==> config.mk <==
export PLATFORM = sky130hd
export DESIGN_NAME = uart_tx_fifo
export DESIGN_NICKNAME = d
export VERILOG_FILES = /design/src/rtl/uart_pkg.sv /design/src/rtl/uart_sync_fifo.sv /design/src/rtl/uart_tx_fifo.sv
export SDC_FILE = /design/constraint.sdc
export NUM_CORES = 1
export LEC_CHECK = 0
export BUFFER_PORTS_ARGS = -buffer_cell sky130_fd_sc_hd__buf_2
export CORE_ASPECT_RATIO = 0.7
export CORE_MARGIN = 4
export CORE_UTILIZATION = 60
export DETAILED_ROUTE_END_ITERATION = 6
export PLACE_DENSITY = 0.79
export SLEW_MARGIN = 20
export SYNTH_ARGS = -nofsm -noshare
export SYNTH_HDL_FRONTEND = slang
export SYNTH_HIERARCHICAL = 1
export SYNTH_SLANG_ARGS = --single-unit
export TNS_END_PERCENT = 30
==> constraint.sdc <==
create_clock -name clk -period 3.97 [get_ports clk]
set_clock_uncertainty 0.05 [all_clocks]
set_input_delay 0.397 -clock clk [delete_from_list [all_inputs] [get_ports clk]]
set_output_delay 0.397 -clock clk [all_outputs]
set_load 0.1 [all_outputs]
==> src/rtl/uart_pkg.sv <==
// Shared UART constants for the transmit path.
package uart_pkg;

  localparam int unsigned DATA_WIDTH = 8;
  localparam int unsigned TX_COUNT_W = 16;

endpackage : uart_pkg

==> src/rtl/uart_sync_fifo.sv <==
// Generic register-array FIFO with push/pop and a flush that keeps only the head entry.
module uart_sync_fifo #(
  parameter int unsigned DEPTH = 16,
  parameter int unsigned WIDTH = 8,
  localparam int unsigned AW   = $clog2(DEPTH)
) (
  input  logic             clk,
  input  logic             reset,
  input  logic             push,
  input  logic             pop,
  input  logic             flush_keep_head,
  input  logic [WIDTH-1:0] wr_data,
  output logic [WIDTH-1:0] rd_data,
  output logic [AW:0]      level,
  output logic             full,
  output logic             empty
);

  logic [WIDTH-1:0] mem [DEPTH];
  logic [AW:0]      wr_ptr;
  logic [AW:0]      rd_ptr;
  logic [AW:0]      wr_ptr_nxt;
  logic [AW:0]      rd_ptr_nxt;
  logic             pop_ok;
  logic             push_ok;

  // Pointers carry one extra wrap bit so full and empty are distinguishable.
  assign level   = wr_ptr - rd_ptr;
  assign empty   = (wr_ptr == rd_ptr);
  assign full    = (level == (AW + 1)'(DEPTH));
  assign pop_ok  = pop && !empty;
  assign push_ok = push && !flush_keep_head && (!full || pop_ok);
  assign rd_data = empty ? '0 : mem[rd_ptr[AW-1:0]];

  // Flush collapses the queue to the head; a concurrent pop then leaves it empty.
  always_comb begin
    wr_ptr_nxt = wr_ptr;
    rd_ptr_nxt = rd_ptr;
    if (pop_ok) begin
      rd_ptr_nxt = rd_ptr + (AW + 1)'(1);
    end
    if (flush_keep_head) begin
      if (!empty) begin
        wr_ptr_nxt = rd_ptr + (AW + 1)'(1);
      end
    end else if (push_ok) begin
      wr_ptr_nxt = wr_ptr + (AW + 1)'(1);
    end
  end

  always_ff @(posedge clk) begin
    if (!reset) begin
      wr_ptr <= '0;
      rd_ptr <= '0;
    end else begin
      wr_ptr <= wr_ptr_nxt;
      rd_ptr <= rd_ptr_nxt;
    end
  end

  // Storage needs no reset: rd_data is forced to zero while empty.
  always_ff @(posedge clk) begin
    if (push_ok) begin
      mem[wr_ptr[AW-1:0]] <= wr_data;
    end
  end

endmodule : uart_sync_fifo

==> src/rtl/uart_tx_fifo.sv <==
// Byte queue in front of the UART transmitter; retires the head on each done_tx rising edge.
module uart_tx_fifo
  import uart_pkg::TX_COUNT_W;
#(
  parameter int unsigned DEPTH      = 16,
  parameter int unsigned DATA_WIDTH = uart_pkg::DATA_WIDTH,
  localparam int unsigned AW        = $clog2(DEPTH)
) (
  input  logic                  clk,
  input  logic                  reset,
  input  logic                  wr_en,
  input  logic [DATA_WIDTH-1:0] wr_data,
  output logic                  wr_ready,
  input  logic                  flush,
  input  logic                  done_tx,
  output logic                  newd,
  output logic [DATA_WIDTH-1:0] din,
  output logic [AW:0]           level,
  output logic                  empty,
  output logic                  full,
  output logic                  overflow,
  output logic [TX_COUNT_W-1:0] tx_count
);

  logic done_q;
  logic done_rise;
  logic pop;

  // done_tx is a multi-cycle level; only its leading edge retires a byte.
  assign done_rise = done_tx && !done_q;
  assign pop       = done_rise && !empty;
  assign wr_ready  = !full || pop;
  assign newd      = !empty;

  uart_sync_fifo #(
    .DEPTH (DEPTH),
    .WIDTH (DATA_WIDTH)
  ) u_fifo (
    .clk             (clk),
    .reset           (reset),
    .push            (wr_en),
    .pop             (pop),
    .flush_keep_head (flush),
    .wr_data         (wr_data),
    .rd_data         (din),
    .level           (level),
    .full            (full),
    .empty           (empty)
  );

  always_ff @(posedge clk) begin
    if (!reset) begin
      done_q <= 1'b0;
    end else begin
      done_q <= done_tx;
    end
  end

  // Sticky drop flag; flush takes priority so a flush with a push at full clears it.
  always_ff @(posedge clk) begin
    if (!reset) begin
      overflow <= 1'b0;
    end else if (flush) begin
      overflow <= 1'b0;
    end else if (wr_en && full && !pop) begin
      overflow <= 1'b1;
    end
  end

  always_ff @(posedge clk) begin
    if (!reset) begin
      tx_count <= '0;
    end else if (pop) begin
      tx_count <= tx_count + TX_COUNT_W'(1);
    end
  end

endmodule : uart_tx_fifo
# Word-level counts from Yosys, hierarchy flattened
# Memories as Yosys holds them, arrays and structs flattened. A register that Yosys moved wholly into a read port is not among the register bits.
# Index checks and enable logic that the tools add are counted.
totals:
  output_inout_bits: 34
  inputBits: 13
  ff_bits: 28
  ram_bits: 128
  wordCells: 39
  memories: 1
classes:
  bitwise: 1
  addsub: 4
  n_mux: 8
  eq_ne: 3
  n_reduce_logical: 17
memory_table:
  columns: ["memory", "words", "width", "rd", "rd_ports_with_merged_regs", "wr", "line_no", "rtl"]
  rows:
  - ["u_fifo.mem", 16, 8, 1, 1, 1, "uart_sync_fifo.sv:19", "logic [WIDTH-1:0] mem [DEPTH];"]
op_table:
  columns: ["operator", "count"]
  rows:
  - ["adder 16 x 1 -> 16 bit (second input constant)", 1]
  - ["2-to-1 mux 5 bit", 3]
  - ["adder 5 x 1 -> 5 bit (second input constant)", 2]
  - ["2-to-1 mux 4 bit", 2]
  - ["2-to-1 mux 8 bit", 1]
  - ["logical AND 1 bit", 7]
  - ["== test 5 bit", 1]
  - ["== test 5 bit (second input constant)", 1]
  - ["zero test 1 bit", 5]
  - ["subtractor 5 bit", 1]
  - ["logical OR 1 bit", 2]
  - ["2-to-1 mux 1 bit", 2]
  - ["inequality test 2 bit (second input constant)", 1]
  - ["AND reduction 2 bit", 1]
  - ["nonzero test 2 bit", 1]
  - ["OR reduction 2 bit", 1]
  - ["NOT 1 bit", 1]

# Longest topological paths before layout
# Gate-level depths: netlist of run 1.
depth:
  word_depth: 8
  mapped_depth: 10
  depth_no_buf: 10

# Hierarchy
# Netlist of run 1, hierarchy kept.
modules_own_cells:
  columns: ["mod", "cells_per_inst", "seq_area_each_um2", "area_per_inst_um2", "n_inst"]
  rows:
  - ["uart_sync_fifo", 322, 4124.0, 5928.2, 1]
  - ["uart_tx_fifo", 88, 360.3, 844.6, 1]

# Worst setup path before layout of run 1
# No wires, ideal clock.
synth_path:
  path_type: "register -> register"
  start: "register u_fifo.wr_ptr[0]"
  end: "memory u_fifo.mem[2][0], enable pin"
  arrival_time_ns: 4.408
  stages_incl_launch_ff: 11
  synth_period_minus_slack_ns: 4.852
  setup_slack_ns: -0.882
  path_buffers: 1
  required_ns: 3.525
  setup_ns: 0.395
  cell_sequence: "dfxtp_1 > inv_1 > ha_1 > inv_1 > fa_1 > xor2_1 > nand4b_1 > a211oi_4 > and2_1 > buf_4 > nor4_1"
synth_via:
  word_cells_on_any_way: 11
  classes_between: "add/sub (1); eq/ne (2); mux (2); reduce/logical (6)"
synth_rtl:
  columns: ["element", "line_no", "rtl"]
  rows:
  - ["start, declared", "uart_sync_fifo.sv:20", "logic [AW:0] wr_ptr;"]
  - ["start signal, assigned", "uart_sync_fifo.sv:56", "wr_ptr <= wr_ptr_nxt;"]
  - ["subtractor 5 bit", "uart_sync_fifo.sv:28", "assign level = wr_ptr - rd_ptr;"]
  - ["named net level[2]", "uart_tx_fifo.sv:18", "output logic [AW:0] level,"]
  - ["== test 5 bit", "uart_sync_fifo.sv:30", "assign full = (level == (AW + 1)'(DEPTH));"]
  - ["named net full", "uart_tx_fifo.sv:20", "output logic full,"]
  - ["zero test 1 bit", "uart_sync_fifo.sv:32", "assign push_ok = push && !flush_keep_head && (!full || pop_ok);"]
  - ["logical OR 1 bit", "uart_sync_fifo.sv:32", null]
  - ["logical AND 1 bit", "uart_sync_fifo.sv:32", null]
  - ["2-to-1 mux 1 bit", "uart_sync_fifo.sv:63", "if (push_ok) begin"]
  - ["2-to-1 mux 1 bit (implied by the code)", "uart_sync_fifo.sv:64", "mem[wr_ptr[AW-1:0]] <= wr_data;"]
  - ["end, declared", "uart_sync_fifo.sv:19", null]
# The timed path passes the listed nets, and every way through them passes these cells.

# Final worst setup path of run 1
layout_path:
  start: "register u_fifo.wr_ptr[0]"
  end: "output full"
layout_via:
  elab_chain_cells: 2
layout_rtl:
  columns: ["element", "line_no"]
  rows:
  - ["subtractor 5 bit", "uart_sync_fifo.sv:28"]
  - ["== test 5 bit", "uart_sync_fifo.sv:30"]
  - ["end, declared", "uart_tx_fifo.sv:20"]
# Every way passes these cells.

==> results of run 1 <==
==> cell usage in the layout (no fill, tap or decap), types with 4 or more instances in the layout <==
master / netlist / routed
or3_1: 6 / 6
nor3_1: 11 / 11
nor4_2: 1 / 5
buf_2: 1 / 46
o21ai_0: 5 / 5
nor2b_1: 9 / 9
xnor2_1: 10 / 10
nor2_1: 10 / 9
clkinv_2: 1 / 4
and2_1: 17 / 16
buf_4: 1 / 15
mux4_2: 40 / 40
and3_1: 4 / 4
nand3_1: 9 / 9
ha_1: 10 / 10
dfxtp_1: 32 / 30
edfxtp_1: 128 / 128
nand2_1: 21 / 20
bufinv_16: 0 / 4
clkbuf_16: 0 / 17
inv_1: 10 / 10
xor2_1: 8 / 7
nand4_1: 6 / 6
a21oi_1: 8 / 8
==> registers in the layout (all words and copies together) (netlist names), named ones only <==
name	flops
u_fifo/wr_ptr	5
tx_count	16
overflow	1
u_fifo/rd_ptr	5
done_q	1
u_fifo/mem	128
==> stage by stage <==
stage / instances / power, mW / util, %
2_1_floorplan: 410 / 2.30 / -
3_3_place_gp: 607 / 2.40 / 66.0
3_5_place_dp: 607 / 2.41 / 66.0
4_1_cts: 639 / 4.06 / 71.5
5_1_grt: 639 / 4.17 / 71.5
6_report: 639 / 4.04 / 71.5
==> power groups by stage <==
stage | registers, mW | clock network, mW | logic (mW)
floorplan | 1.89 | 0 | 0.410
global placement | 1.88 | 0 | 0.525
detailed placement | 1.88 | 0 | 0.535
CTS | 1.84 | 1.67 | 0.540
global route | 1.85 | 1.76 | 0.565
finish | 1.84 | 1.66 | 0.541
==> worst register-to-register path, cell delays in order, from the launching register on <==
cell	delay [ns]
dfxtp_1	0.62
ha_1	0.42
nand4_1	0.21
nor2_2	0.06
or3b_4	0.50
clkinv_2	0.16
o21ai_1	0.26
a211oi_1	0.69
and2_1	0.46
==> synthesized netlist by cell type (all sizes together), types with 7 or more instances <==
library cell  count  area share [%]
a21oi             8            0.59
and2             17             1.6
buf              11             1.1
dfxtp            32             9.5
edfxtp          128              57
ha               10             1.8
inv              10            0.55
mux4             40              13
nand2            21             1.2
nand3             9            0.67
nand4             7            0.74
nor2             10            0.55
nor2b             9            0.83
nor3             11            0.81
nor4              7            0.96
o21ai             8            0.59
xnor2            10             1.3
xor2              9             1.3
==> per-layer routing <==
layer,vias up,GRT usage [%],part of all wire [%]
met1,2046,35.6,43
met3,29,7.12,9.2
met2,210,35.0,46
li1,1741,-,-
met4,0,4.80,1.1
met5,-,0,0
==> cell families after synthesis <==
group | synth area share (%)
flops | 66.2
simple gates | 9.62
mux | 13.6
compound gates | 3.77
buf+inv | 2.09
xor+xnor | 2.57
fa+ha+maj | 2.14
==> area by class of cell <==
type / instances / area [um2]
Timing Repair Buffer: 61 / 343
Fill cell: 673 / 3140
Clock buffer: 19 / 433
Clock inverter: 13 / 169
Tap cell: 153 / 191
Multi-Input combinational cell: 222 / 2210
Sequential cell: 160 / 4490
Inverter: 11 / 42.5
==> final timing paths <==
| kind | from | end | slack, ns | cells after the start |
|---|---|---|---|---|
| setup / recovery | u_fifo/wr_ptr[0] | full | 0.18 | 8 |
| setup reg to reg | u_fifo/wr_ptr[2] | u_fifo/mem[8][1] | 0.20 | 8 |
| hold reg to reg | tx_count[13] | tx_count[13] | 0.44 | 2 |
| hold / removal | done_tx | done_q | 0.15 | 2 |
==> impl_metrics.py, run 1 <==
metrics = {
    "run_status": {
        "status": "complete, no violations",
    },
    "clock_network": {
        "clock_latency_ns": 0.41,
        "cts_resized": 0,
        "cts.sinks": 160,
        "hold_buffers": 0,
        "path_clk_slew_ns": 0.06,
        "numCtsBuffers": 17,
        "clock-root-buffer": "clkbuf_16",
        "cts.path.max_buffers": 2,
        "post_cts_buffers": 0,
        "cts_tree": "built",
        "h-tree-depth": 4,
    },
    "route": {
        "drtIter0Drc": 461,
        "routed_wl_um": 14800,
        "viasPerCell": 6.30,
        "drc_errors": 0,
        "wl_per_cell_um": 23.1,
        "ant_nets": 0,
        "via_count": 4026,
        "drtPass1Iterations": 5,
    },
    "sta": {
        "finalHoldViolations": 0,
        "worst_pin_slew_ns": 0.686,
        "whs_ns": 0.151,
        "fmax_mhz": 264,
        "setup_viol": 0,
        "slew_viol_final": 0,
        "post-route-period-util_pct": 95.5,
        "setup_tns_ns": 0,
        "slew_headroom_pct": 54.0,
        "rsz0062_at_grt": "false",
        "min_period_ns": 3.79,
        "setup_slack_ns": 0.180,
    },
    "layout": {
        "drive_above_1_share_pct": 30.0,
        "areaGrowthSynthToFinish_pct": 16.2,
        "nets": 497,
        "final_cell_area_um2": 7870,
        "antenna_cells": 0,
    },
    "logic_synthesis": {
        "synth-edff-count": 128,
        "avgSynthCellArea_um2": 16.5,
        "ys_warn_count": 6,
        "synth_top_flop_cell": "edfxtp_1",
        "yosysSeqAreaShare_pct": 66.2,
        "postSynthCellCount": 410,
        "ys_types": 52,
        "synth_nets": 434,
        "synth.cell_area_um2": 6770,
        "synthArstFlopShare_pct": 0,
        "synth_seq_cells": 160,
    },
    "worst_hold_path": {
        "holdCritPathClass": "in2reg",
    },
    "die": {
        "core-area_um2": 11000,
        "io-pin-count": 47,
        "die_area_um2": 13100,
        "die_w_um": 135,
        "rows": 32,
        "die_h_um": 96.9,
        "start_util_pct": 61.5,
    },
    "critical_path": {
        "cp_slowest_cell": "a211oi_4",
        "required_ns": 3.52,
        "critPathMaxStageDelay_ns": 0.60,
        "cp-start-kind": "register",
        "crit_path_frequent_cell": "inv_1",
        "path_delay_family": "compound AO/OA/AOI/OAI gates",
        "end_kind": "primary output",
        "worst-path-buf-inv": 3,
        "path_class": "reg2out",
        "arrival_ns": 3.34,
        "worst-path-max-fanout": 12,
        "worstPathCellList": "inv_1 -> ha_1 -> inv_1 -> fa_2 -> nand3b_1 -> a211o_1 -> a211oi_4 -> buf_2",
    },
    "power_and_ir_drop": {
        "p_seq_share_pct": 45.6,
        "p_int_mw": 2.99,
        "leakage_nw": 2.71,
        "ir_worst_vdd_uv": 310,
        "p_switching_mw": 1.05,
        "combPwrFrac_pct": 13.4,
        "swShare_pct": 25.9,
        "p_clk_share_pct": 41.0,
        "power.density_nw_per_um2": 513,
    },
    "placement": {
        "placed_cell_area_um2": 7270,
        "io_buffers": 46,
        "place_hpwl_um": 9570,
        "place.gp.congestion": 0.860,
        "preCtsSetupSlack_ns": 0.357,
    },
    "global_routing": {
        "grt_overflow_total": 0,
        "grt_usage_pct": 23.7,
        "grt_first_pass_wirelength_um": 23000,
        "antenna_found_initial": 0,
        "grt_max_degree": 33,
        "grt_pass1_vias": 3895,
    },
    "flow_run": {
        "drv_cap": 0,
    },
}
Power figures use the tool's default switching activity.
==> run 2: changes to the inputs <==
Settings changed: ABC_AREA set to 1.
==> impl_metrics.py, run 2 <==
metrics = {
    "clock_network": {
        "h-tree-depth": 4,
        "cts.path.max_buffers": 2,
        "cts_tree": "built",
        "cts.sinks": 160,
        "clock_latency_ns": 0.43,
        "clock-root-buffer": "clkbuf_16",
        "path_clk_slew_ns": 0.06,
        "numCtsBuffers": 17,
        "hold_buffers": 0,
        "cts_resized": 0,
        "post_cts_buffers": 0,
    },
    "critical_path": {
        "path_class": "reg2reg",
        "cp-start-kind": "register",
        "arrival_ns": 3.53,
        "required_ns": 3.97,
        "critPathLaunch": "u_fifo/rd_ptr[2]",
        "worst-path-max-fanout": 23,
        "end_kind": "register",
        "r2r_start": "u_fifo/rd_ptr[2]",
    },
    "logic_synthesis": {
        "synth_top_area_share_pct": 55.8,
        "synth_top_flop_cell": "edfxtp_1",
        "synthTopCellsByCount": "edfxtp_1, nor2_1, o21ai_0",
        "yosysSeqAreaShare_pct": 65.0,
        "yosysTopAreaCell": "edfxtp_1",
        "synth-edff-count": 128,
        "avgSynthCellArea_um2": 10.9,
        "ys_types": 34,
        "synth_most_common_cell": "edfxtp_1",
        "synth.cell_area_um2": 6890,
        "synth_nets": 659,
        "synthArstFlopShare_pct": 0,
        "synth_seq_cells": 160,
        "synth.area.top_cells": "edfxtp_1, dfxtp_1, nor2_1, o21ai_0, nand2_1",
        "ys_warn_count": 6,
        "postSynthCellCount": 635,
    },
    "route": {
        "ant_nets": 0,
        "drc_errors": 0,
        "viasPerCell": 5.95,
        "routed_wl_um": 15900,
        "wl_per_cell_um": 18.6,
        "drtPass1Iterations": 5,
        "via_count": 5101,
        "drtIter0Drc": 479,
    },
    "sta": {
        "slew_viol_final": 0,
        "whs_ns": 0.174,
        "finalHoldViolations": 0,
        "fmax_mhz": 283,
        "setup_viol": 0,
        "post-route-period-util_pct": 88.9,
        "slew_headroom_pct": 48.0,
        "rsz0062_at_grt": "false",
        "worst_pin_slew_ns": 0.779,
        "min_period_ns": 3.53,
    },
    "run_status": {
        "status": "complete, no violations",
    },
    "placement": {
        "place.gp.congestion": 0.913,
        "io_buffers": 46,
        "placed_cells_incl_taps": 825,
        "place_hpwl_um": 10300,
    },
    "die": {
        "die_area_um2": 13300,
        "start_util_pct": 61.9,
        "die_h_um": 97.7,
        "core-area_um2": 11100,
        "io-pin-count": 47,
        "die_w_um": 136,
        "rows": 32,
    },
    "layout": {
        "ff_latch_area_um2": 4490,
        "drive_above_1_share_pct": 16.3,
        "fill_cells": 810,
        "layout_common_cells": "edfxtp_1, nor2_1, o21ai_0, nand2_1, buf_2",
        "stdcell_count": 857,
        "largest_reg_flops": 128,
        "antenna_cells": 0,
        "nets": 715,
        "multi_input_comb_area_um2": 2110,
        "areaGrowthSynthToFinish_pct": 16.4,
        "final_common_cell": "edfxtp_1",
    },
    "global_routing": {
        "antenna_found_initial": 0,
        "grt_first_pass_wirelength_um": 25800,
        "grt_pass1_vias": 4967,
        "grt_max_degree": 65,
        "grt_usage_pct": 25.3,
        "grt_overflow_total": 0,
    },
    "worst_hold_path": {
        "worstHoldStart": "done_tx",
        "holdCritPathClass": "in2reg",
    },
    "flow_run": {
        "drv_cap": 0,
    },
}
-- run 2: cells by family (layout without fill, tap and decap cells) --
| group | Yosys count | after routing | share of synthesized area [%] |
|---|---|---|---|
| adders and majority gates | 11 | 11 | 2.11 |
| and+or+nand+nor | 240 | 240 | 15.4 |
| xor gates and xnor gates | 9 | 9 | 1.14 |
| muxes | 1 | 1 | 0.145 |
| AOI/OAI and AO/OA | 139 | 139 | 11.6 |
| DFF | 160 | 160 | 65.0 |
| buffers and inverters | 75 | 144 | 4.52 |
-- run 2: through the flow --
step	setup slack, ns	setup TNS (ns)	instance area, um2	util, %
6_report	0.439	0	8030	72.1
5_1_grt	0.135	0	8030	72.1
4_1_cts	0.504	0	8030	72.1
3_5_place_dp	0.535	0	7340	65.9
3_3_place_gp	0.811	0	7340	65.9
2_1_floorplan	-0.104	-0.833	6900	-
-- run 2: area by class of cell --
type | count | area share, %
clock buffers | 19 | 5.39
clock inverters | 13 | 3.21
repair buffers | 66 | 4.74
inverters | 46 | 2.15
multi-input cells | 400 | 26.2
flip-flops and latches | 160 | 55.9
well taps | 153 | 2.38
-- run 2: path summary, 6_finish.rpt --
path | end | slack [ns] | cells after the start
setup / recovery | u_fifo/mem[15][3] | 0.44 | 11
hold / removal | done_q | 0.17 | 3
setup reg to reg | u_fifo/mem[15][3] | 0.44 | 11
hold reg to reg | tx_count[13] | 0.45 | 2
-- run 2: worst max-delay path, cell delays in order (launching register included) --
cell	delay, ns
dfxtp_1	0.40
inv_1	0.09
ha_1	0.38
nand2_1	0.10
nor2_1	0.05
nand2_1	0.11
clkinv_1	0.39
nor2_4	0.31
nand2_2	0.18
nand4_1	0.15
nand2_2	0.27
nor2_1	0.68
-- run 2: metal layers --
| metal | part of all wire [%] | global-route usage [%] | routed length (um) |
|---|---|---|---|
| met1 | 42 | 34.4 | 6760 |
| met2 | 48 | 40.3 | 7610 |
| met3 | 8.5 | 6.42 | 1350 |
| met4 | 1.3 | 7.67 | 201 |
| met5 | 0 | 0 | 0 |
Power of run 2 is not shown: default switching activity piles up to over one toggle a cycle in this logic, so the estimate is an artifact.
